$ cat src/rtl/mask_apb_writer.sv
// APB3 slave that loads the pixel-valid mask into the mask RAM write port.
// A 32-bit DATA write becomes four byte writes at an auto-incrementing pointer. A fill engine sets or clears the whole RAM.
`timescale 1ns/1ps
module mask_apb_writer #(
   parameter int MASK_W = 112,
   parameter int MASK_H = 112,
   parameter int AW     = 11
) (
   input  logic          PCLK,
   input  logic          PRESETn,
   input  logic          PSEL,
   input  logic          PENABLE,
   input  logic          PWRITE,
   input  logic [7:0]    PADDR,
   input  logic [31:0]   PWDATA,
   output logic [31:0]   PRDATA,
   output logic          PREADY,
   output logic          PSLVERR,
   output logic          ram_we,
   output logic [AW-1:0] ram_waddr,
   output logic [7:0]    ram_wdata,
   output logic          mask_en
);

   localparam int BPR   = MASK_W / 8;
   localparam int DEPTH = BPR * MASK_H;
   localparam logic [AW-1:0] LAST    = AW'(DEPTH - 1);
   localparam logic [AW:0]   DEPTH_W = (AW + 1)'(DEPTH);

   localparam logic [2:0] OFF_CTRL   = 3'd0;
   localparam logic [2:0] OFF_STATUS = 3'd1;
   localparam logic [2:0] OFF_PTR    = 3'd2;
   localparam logic [2:0] OFF_DATA   = 3'd3;

   typedef enum logic [1:0] {IDLE, BURST, FILL} state_t;

   state_t        state_q, state_d;
   logic [AW-1:0] ptr_q, ptr_next, ptr_load;
   logic [31:0]   word_q;
   logic [1:0]    beat_q;
   logic          err_q, fill_val_q, mask_en_q;

   logic [2:0]    off;
   logic          busy, access, wr_done;
   logic          wr_ctrl, wr_status, wr_ptr, wr_data, fill_req;
   logic          unused_addr;

   // Handshake: a transfer completes in the access phase (PSEL & PENABLE)
   // when PREADY is high; only PTR/DATA writes stall, and only while busy.
   assign off     = PADDR[4:2];
   assign busy    = (state_q != IDLE);
   assign access  = PSEL & PENABLE;
   assign PREADY  = ~(access & PWRITE & busy & ((off == OFF_PTR) | (off == OFF_DATA)));
   assign PSLVERR = access & PADDR[4];
   assign wr_done = access & PWRITE & PREADY;

   assign wr_ctrl   = wr_done & (off == OFF_CTRL);
   assign wr_status = wr_done & (off == OFF_STATUS);
   assign wr_ptr    = wr_done & (off == OFF_PTR);
   assign wr_data   = wr_done & (off == OFF_DATA);
   assign fill_req  = wr_ctrl & PWDATA[0];

   assign unused_addr = ^{PADDR[7:5], PADDR[1:0]};

   assign ptr_next = (ptr_q == LAST) ? '0 : ptr_q + 1'b1;
   // Loaded values fall below 2*DEPTH, so a single subtract gives mod DEPTH.
   assign ptr_load = ({1'b0, PWDATA[AW-1:0]} >= DEPTH_W) ? PWDATA[AW-1:0] - DEPTH_W[AW-1:0]
                                                        : PWDATA[AW-1:0];
   assign mask_en  = mask_en_q;

   always_ff @(posedge PCLK) begin
      if (!PRESETn) state_q <= IDLE;
      else          state_q <= state_d;
   end

   always_comb begin
      state_d   = state_q;
      ram_we    = 1'b0;
      ram_waddr = ptr_q;
      ram_wdata = 8'd0;
      case (state_q)
         IDLE: begin
            if (wr_data)       state_d = BURST;
            else if (fill_req) state_d = FILL;
         end
         BURST: begin
            ram_we    = 1'b1;
            ram_wdata = word_q[{beat_q, 3'b000} +: 8];
            if (beat_q == 2'd3) state_d = IDLE;
         end
         FILL: begin
            ram_we    = 1'b1;
            ram_wdata = {8{fill_val_q}};
            if (ptr_q == LAST) state_d = IDLE;
         end
         default: state_d = IDLE;
      endcase
   end

   always_ff @(posedge PCLK) begin
      if (!PRESETn) begin
         ptr_q      <= '0;
         word_q     <= '0;
         beat_q     <= '0;
         err_q      <= 1'b0;
         fill_val_q <= 1'b0;
         mask_en_q  <= 1'b0;
      end else begin
         if (busy)          ptr_q <= ptr_next;
         else if (wr_ptr)   ptr_q <= ptr_load;
         else if (fill_req) ptr_q <= '0;

         if (state_q == BURST) beat_q <= beat_q + 2'd1;
         else                  beat_q <= '0;

         if (wr_data) word_q <= PWDATA;

         if (wr_ctrl) begin
            fill_val_q <= PWDATA[1];
            mask_en_q  <= PWDATA[2];
         end

         // A fill request while busy is dropped and flagged instead.
         if (fill_req && busy)             err_q <= 1'b1;
         else if (wr_status && PWDATA[1])  err_q <= 1'b0;
      end
   end

   always_comb begin
      PRDATA = 32'd0;
      if (access && !PWRITE) begin
         case (off)
            OFF_CTRL:   PRDATA = {29'd0, mask_en_q, fill_val_q, 1'b0};
            OFF_STATUS: PRDATA = {30'd0, err_q, busy};
            OFF_PTR:    PRDATA = {{(32 - AW){1'b0}}, ptr_q};
            default:    PRDATA = 32'd0;
         endcase
      end
   end

endmodule

$ cat config.mk
export PLATFORM = sky130hd
export DESIGN_NAME = mask_apb_writer
export DESIGN_NICKNAME = d
export VERILOG_FILES = /design/src/rtl/mask_apb_writer.sv
export SDC_FILE = /design/constraint.sdc
export NUM_CORES = 1
export LEC_CHECK = 0
export ABC_AREA = 0
export CELL_PAD_IN_SITES_DETAIL_PLACEMENT = 1
export CELL_PAD_IN_SITES_GLOBAL_PLACEMENT = 1
export CORE_MARGIN = 3
export CORE_UTILIZATION = 35
export DETAILED_ROUTE_END_ITERATION = 8
export GPL_TIMING_DRIVEN = 1
export PLACE_DENSITY_LB_ADDON = 0.12
export SYNTH_ARGS = -nofsm -noshare
export SYNTH_HDL_FRONTEND = slang
export SYNTH_SLANG_ARGS = --single-unit
$ cat constraint.sdc
create_clock -name PCLK -period 3.85 [get_ports PCLK]
set_clock_uncertainty 0.1 [all_clocks]
set_input_delay 0.9625 -clock PCLK [delete_from_list [all_inputs] [get_ports PCLK]]
set_output_delay 0.9625 -clock PCLK [all_outputs]
set_load 0.02 [all_outputs]
# Word-level counts from Yosys, hierarchy flattened
# Index checks and enable logic that the tools add are counted.
[classes]
shift = 1
muxes = 16
bitwise_logic = 13
n_lt_le_gt_ge = 1
addsub = 3
n_eq_ne = 10
reduce_logical = 12
[op_table]
columns = ["cell", "n"]
rows = [
  ["two-way mux 11 bit", 6],
  ["case mux 11 bit (3 select lines)", 1],
  ["variable part select 32 x 6 -> 8 bit", 1],
  ["case mux 8 bit (2 select lines)", 1],
  ["adder 11 x 1 -> 11 bit, second input constant", 1],
  ["AND 1 bit", 11],
  ["== test 11 bit, second input constant", 1],
  [">= comparator 11 bit, second input constant", 1],
  ["subtractor 11 bit, second input constant", 1],
  ["two-way mux 2 bit", 4],
  ["== test 3 x 2 -> 1 bit, second input constant", 2],
  ["case mux 2 bit (3 select lines)", 1],
  ["== test 2 bit, second input constant", 2],
  ["inequality test 2 bit, second input constant", 2],
  ["nonzero test 2 bit", 2],
  ["== test 3 x 1 -> 1 bit, second input constant", 1],
  ["logical AND 1 bit", 3],
  ["zero test 3 bit", 1],
  ["two-way mux 1 bit", 3],
  ["inequality test 3 bit, second input constant", 1],
  ["AND reduction 3 bit", 1],
  ["nonzero test 3 bit", 1],
  ["adder 2 x 1 -> 2 bit, second input constant", 1],
  ["== test 2 x 1 -> 1 bit, second input constant", 1],
  ["6 further kinds", 6],
]
[word_totals]
input_bits = 45
ff_bits = 50
elab_cells = 63
output_inout_bits = 55

# Longest topological paths before layout
# Gate-level depths: netlist of run 1.
[logic_depth]
ltp_word = 11
depth_mapped = 8
depth_no_buf = 7

# Worst setup path after synthesis of run 1
# OpenSTA, ideal clock, no wires.
[synth_timing]
kind = "input-to-output"
startpoint = "input PADDR[4]"
endpoint = "output PRDATA[10]"
t_arrival_ns = 1.895
setup_slack_ns = 0.892
cell_stages = 3
path_cell_list = "or3_1 -> nor2b_1 -> and2_1"
[synth_between]
elab_chain_cells = 3
[synth_rtl]
columns = ["item", "line", "text"]
rows = [
  ["start: declaration", "14", "input logic [7:0] PADDR,"],
  ["== test 3 x 2 -> 1 bit, or another cell as far along", "132", "case (off)"],
  ["case mux 11 bit (3 select lines) *", "132", ""],
  ["two-way mux 11 bit *", "131", "if (access && !PWRITE) begin"],
  ["end: declaration", "16", "output logic [31:0] PRDATA,"],
]
# Mark *: on every way between the ends. The rest lies on a longest branch, timed or not.

# Worst setup path after layout of run 1
[layout_timing]
startpoint = "input PSEL"
endpoint = "output PRDATA[3]"
[layout_between]
elab_chain_cells = 3
[layout_rtl]
columns = ["item", "line", "text"]
rows = [
  ["start: declaration", "11", "input logic PSEL,"],
  ["AND 1 bit", "52", "assign access = PSEL & PENABLE;"],
  ["logical AND 1 bit", "131", ""],
  ["two-way mux 11 bit", "131", ""],
]
# No other way between the ends.

==> results.cfg, run 1 <==
[status]
outcome = finished clean

[sta]
worst_hold_slack_ps = 356
fin_crit_sh = 0.953
slew_headroom = 0.330
min_period_ps = 3670
worst_slew_pin_slew_ps = 1000
final_max_slew_viol_count = 0
max_freq_mhz = 272
hold_viol = 0
setup_viol = 0
rsz0062_at_grt = no

[placement]
dp_cells = 534
hpwl_mm = 6.61
io_buffer_count = 73
place_congestion = 0.848

[cells_and_area]
area_growth_pct = 30.2
n_antenna_cell = 0
fill_cells = 986
most-common-layout-cells = nand2_1, clkdlybuf4s50_1, dfxtp_1
fin_nets = 490
final_common_cell = nand2_1
drive_gt1_frac = 0.0841
finalNonFillerCells = 542

[drt]
drt-total-wl_mm = 8.79
drtIter0Drc = 92
vias = 2809
wl_per_cell_microns = 16.2
via_per_inst = 5.18
remaining_drc_errors = 0
drt_first_pass_iters = 4
antenna_left = 0

[synth]
yosysSeqAreaShare = 0.347
syn_area_per_cell_sq_um = 7.93
yosysUniqueCellTypes = 50
ys.warnings.count = 0
yosys-top-cells-area = dfxtp_1, nand2_1, a21oi_1
synth_enable_flop_cells = 0
syn_area_sq_mm = 0.00289
yosysTopAreaCellShare = 0.347
syn_inst = 364
ys_ff_latch = 50
synth-main-ff-cell = dfxtp_1
ys_async_sr_fraction = 0
synth_largest_area_cell = dfxtp_1

[floorplan]
start_util = 0.368
die-height_microns = 96.8
core_area_sq_mm = 0.00785
boundaryPins = 100
die_w_microns = 96.8
rows = 32
die-area_sq_mm = 0.00938

[clocking]
cts-htree-levels = 2
clock_latency_ps = 300
cts_hold_buf = 0
cts_made_buffers = 5
tritoncts = done
cts.clk_slew.worst_paths_ps = 90
cts_sinks = 50
cts_max_path_buffers = 2
root_buffer = clkbuf_8

[critical_path]
end_kind = primary output
critical_path_required_ps = 2790
worstSetupStartpointType = input port
worst_ep_arrival_time_ps = 2610
critical_path_class = input port to primary output
crit_fanout = 8

[run]
drv_cap = 0

[global_route]
grtUsageTotal = 0.185
grt-ovfl-total = 0
antenna_found_initial = 0
grt_pass1_wl_mm = 14.3
grt_pass1_vias = 2861
grt_max_degree = 34

[power]
irDropWorstVdd_v = 0.000158
power.density_mw_per_mm2 = 261
p_leak_nw = 1.37

[min_path]
hp-class = flip-flop to flip-flop
-- cell type report --
class | instances | area, sq um | area share
clock buffers | 7 | 86.3 | 0.0230
clock inverters | 1 | 5.00 | 0.00133
inverters | 6 | 22.5 | 0.00599
multi-input cells | 287 | 1670 | 0.445
flip-flops and latches | 50 | 1000 | 0.266
well taps | 102 | 128 | 0.0339
repair buffers | 89 | 845 | 0.225
-- final timing paths --
check	from	cells after the start	end	slack [ps]
max	PSEL	7	PRDATA[3]	180
min reg2reg	word_q[0]$_SDFFE_PN0P_	2	word_q[0]$_SDFFE_PN0P_	360
max reg2reg	ram_waddr[0]$_SDFFE_PN0P_	6	ram_waddr[5]$_SDFFE_PN0P_	1570
min	word_q[0]$_SDFFE_PN0P_	2	word_q[0]$_SDFFE_PN0P_	360
-- routing by layer --
metal,track usage,part of all wire,up-vias
li1,-,-,1376
met1,0.228,0.44,1354
met2,0.331,0.51,72
met3,0.0346,0.045,7
met4,0.0421,0.0086,0
met5,0,0,-
-- state kept, by name, summed over array words and instances, names as in the netlist --
register,flops
err_q,1
beat_q,2
word_q,32
fill_val_q,1
ram_waddr,11
state_q,2
mask_en,1
-- worst max-delay path, stage by stage --
cell and delay [ps]:
clkdlybuf4s50_1 490, nand2_1 80, or3_1 330, nor2b_1 130, buf_4 150, and2_1 130, dlygate4sd2_1 330
-- repair_timing --
item / 4_1_cts / 5_1_grt
buffers inserted: 0 / 0
gates resized for setup: 9 / 2
endpoints found under the setup margin: 9 / 2
-- stage by stage --
step                utilization  TNS [ps]  cell area [sq um]  setup WS, ps  total power, mW
floorplan                     -         0               2960           892            0.612
global placement          0.468      -392               3680         -60.3            0.665
detailed placement        0.468      -809               3680          -115            0.667
CTS                       0.479         0               3760          16.1            0.990
global route              0.479         0               3760          46.6             1.02
finish                    0.479         0               3760           179            0.981
-- cell families after synthesis --
group / share of synthesized area
AND/OR/NAND/NOR: 0.267
AO/OA/AOI/OAI: 0.174
flip-flops: 0.347
buffers and inverters: 0.0997
multiplexers: 0.0763
adder cells (fa/ha/maj): 0.0260
XOR/XNOR: 0.00910
other: 0.00130
-- synth_stat cells, drive strengths merged, types with 2 or more instances --
cell type	instances
a22oi	3
nand3	8
mux2i	4
xor2	2
nor4	3
and3	4
nor2	21
nand4	4
nand2	86
nor3b	3
o21ai	9
o31ai	3
nor2b	3
mux4	8
inv	6
a221oi	3
or3	5
a31oi	4
buf	28
nor3	9
nand4b	2
ha	6
a21boi	9
dfxtp	50
and2	9
a21oi	45
clkbuf	12
-- report_power, final --
group	leakage (nW)	switching [mW]	internal, mW
registers	0.403	0.00400	0.521
logic	0.921	0.0717	0.0595
clock network	0.0482	0.179	0.146
(Power assumes the default switching activity.)
==> inputs of run 2 (changes only) <==
--- a/config.mk
+++ b/config.mk
@@ -6,13 +6,12 @@
 export NUM_CORES = 1
 export LEC_CHECK = 0
 export ABC_AREA = 0
-export CELL_PAD_IN_SITES_DETAIL_PLACEMENT = 1
-export CELL_PAD_IN_SITES_GLOBAL_PLACEMENT = 1
 export CORE_MARGIN = 3
-export CORE_UTILIZATION = 35
+export CORE_UTILIZATION = 49
 export DETAILED_ROUTE_END_ITERATION = 8
 export GPL_TIMING_DRIVEN = 1
 export PLACE_DENSITY_LB_ADDON = 0.12
+export SKIP_CTS_REPAIR_TIMING = 1
 export SYNTH_ARGS = -nofsm -noshare
 export SYNTH_HDL_FRONTEND = slang
 export SYNTH_SLANG_ARGS = --single-unit
==> run 2 against run 1 <==
  * Sequential power barely moved
  * Global-route usage is 3.1 points higher
  * Utilization increased by 19 points
  * Via count fell by 2.1%
  * Clock power is 11% higher
  * Hold slack lost 1.5 ps
  * Worst setup slack got worse by 100 ps
  * Power grew 2.9%
==> results.cfg, run 2 (same netlist as run 1, synthesis figures left out) <==
[status]
outcome = finished clean

[placement]
dp_cells = 499
io_buffer_count = 73
place_congestion = 0.897
hpwl_mm = 5.35

[sta]
min_period_ps = 3770
setup_tns_ps = 0
worst_slew_pin_slew_ps = 628
setup_viol = 0
slew_headroom = 0.578
hold_viol = 0
rsz0062_at_grt = no
fin_crit_sh = 0.980
final_max_slew_viol_count = 0
worst_hold_slack_ps = 354
max_freq_mhz = 265

[cells_and_area]
finalNonFillerCells = 507
fin_nets = 485
final_common_cell = nand2_1
area_growth_pct = 29.3
top_register = word_q
largest_register_ffs = 32
finalCoreUtilization = 0.666
n_antenna_cell = 0
drive_gt1_frac = 0.0759
most-common-layout-cells = nand2_1, clkdlybuf4s50_1, dfxtp_1

[power]
irDropWorstVdd_v = 0.000175
p_leak_nw = 1.46
power.density_mw_per_mm2 = 270

[drt]
drt-total-wl_mm = 7.26
drtIter0Drc = 187
wl_per_cell_microns = 14.3
remaining_drc_errors = 0
antenna_left = 0
drt_first_pass_iters = 6
via_per_inst = 5.42
vias = 2749

[clocking]
cts_max_path_buffers = 2
tritoncts = done
cts_made_buffers = 5
root_buffer = clkbuf_8
clock_latency_ps = 290
cts_sinks = 50
cts.clk_slew.worst_paths_ps = 80
cts-htree-levels = 2

[global_route]
grt.busiest_layer = met2
grt_pass1_wl_mm = 11.3
met3_usage = 0.0389
grtUsageTotal = 0.215
grt_max_degree = 36
grt_pass1_vias = 2461
gr-usage-met1 = 0.269
antenna_found_initial = 0
grt_use_met2 = 0.381
grt-ovfl-total = 0

[floorplan]
die-height_microns = 82.8
die-area_sq_mm = 0.00685
start_util = 0.515
core_area_sq_mm = 0.00561
rows = 27
boundaryPins = 100
die_w_microns = 82.8

[run]
drv_cap = 0

[critical_path]
critical_path_required_ps = 2790
ff2ff_setup_slack_ps = 1710
cp-startpoint = PENABLE
r2r-start = ram_waddr[0]$_SDFFE_PN0P_
max_stage_delay_ps = 600
critPathSlowestCell = clkdlybuf4s50_1
worstPathCellList = clkdlybuf4s50_1 -> nand2_1 -> or3_1 -> buf_4 -> nor2_1 -> clkdlybuf4s50_1
end_kind = primary output
crit_fanout = 3
cp_common_cell = clkdlybuf4s50_1
worst_ep_arrival_time_ps = 2710
worstSetupStartpointType = input port
critical_path_class = input port to primary output

[min_path]
hold_path_startpoint = word_q[30]$_SDFFE_PN0P_
hp-class = flip-flop to flip-flop
-- run 2: path summary, 6_finish.rpt --
| path | endpoint | cells past startpoint |
|---|---|---|
| worst max register to register | ram_waddr[6]$_SDFFE_PN0P_ | 6 |
| worst max-delay path | PRDATA[1] | 6 |
| worst min-delay path | word_q[30]$_SDFFE_PN0P_ | 2 |
| worst min register to register | word_q[30]$_SDFFE_PN0P_ | 2 |
-- run 2: worst max-delay path: cells and delay by family --
kind,cells,cell delay (ps)
buf+inv,3,1250
simple gates,3,500
-- run 2: routing by layer --
metal / share of wire / up-vias
met5: 0 / -
met4: 0.014 / 0
met3: 0.069 / 10
met2: 0.50 / 95
met1: 0.41 / 1276
li1: - / 1368
-- run 2: final cells by class --
type                            instances  area, sq um
Fill cell                             498         1870
Multi-Input combinational cell        287         1670
Sequential cell                        50         1000
Timing Repair Buffer                   84          838
Tap cell                               72         90.1
Clock buffer                            5         68.8
Clock inverter                          3         40.0
Inverter                                6         22.5
-- run 2: report_power, final --
| group | switching (mW) | total [mW] | leakage [nW] | internal (mW) |
|---|---|---|---|---|
| registers | 0.00384 | 0.524 | 0.403 | 0.521 |
| logic | 0.0669 | 0.124 | 1.00 | 0.0572 |
| clock network | 0.169 | 0.360 | 0.0579 | 0.191 |
| total | 0.240 | 1.01 | 1.46 | 0.769 |
-- run 2: metrics by stage --
stage | power [mW] | setup WS (ps) | cell area [sq um]
after CTS | 1.02 | -87.8 | 3710
after global placement | 0.659 | -68.2 | 3600
after global routing | 1.05 | 3.90 | 3730
after floorplan | 0.612 | 892 | 2960
after detailed placement | 0.659 | -80.4 | 3600
final | 1.01 | 75.1 | 3730
==> inputs of run 3 (changes only) <==
--- a/config.mk
+++ b/config.mk
@@ -8,6 +8,7 @@
 export ABC_AREA = 0
 export CORE_MARGIN = 3
 export CORE_UTILIZATION = 49
+export CTS_CLUSTER_SIZE = 25
 export DETAILED_ROUTE_END_ITERATION = 8
 export GPL_TIMING_DRIVEN = 1
 export PLACE_DENSITY_LB_ADDON = 0.12
==> results of run 3 <==
No change in the layout: final DEF, timing and power equal those of run 2.
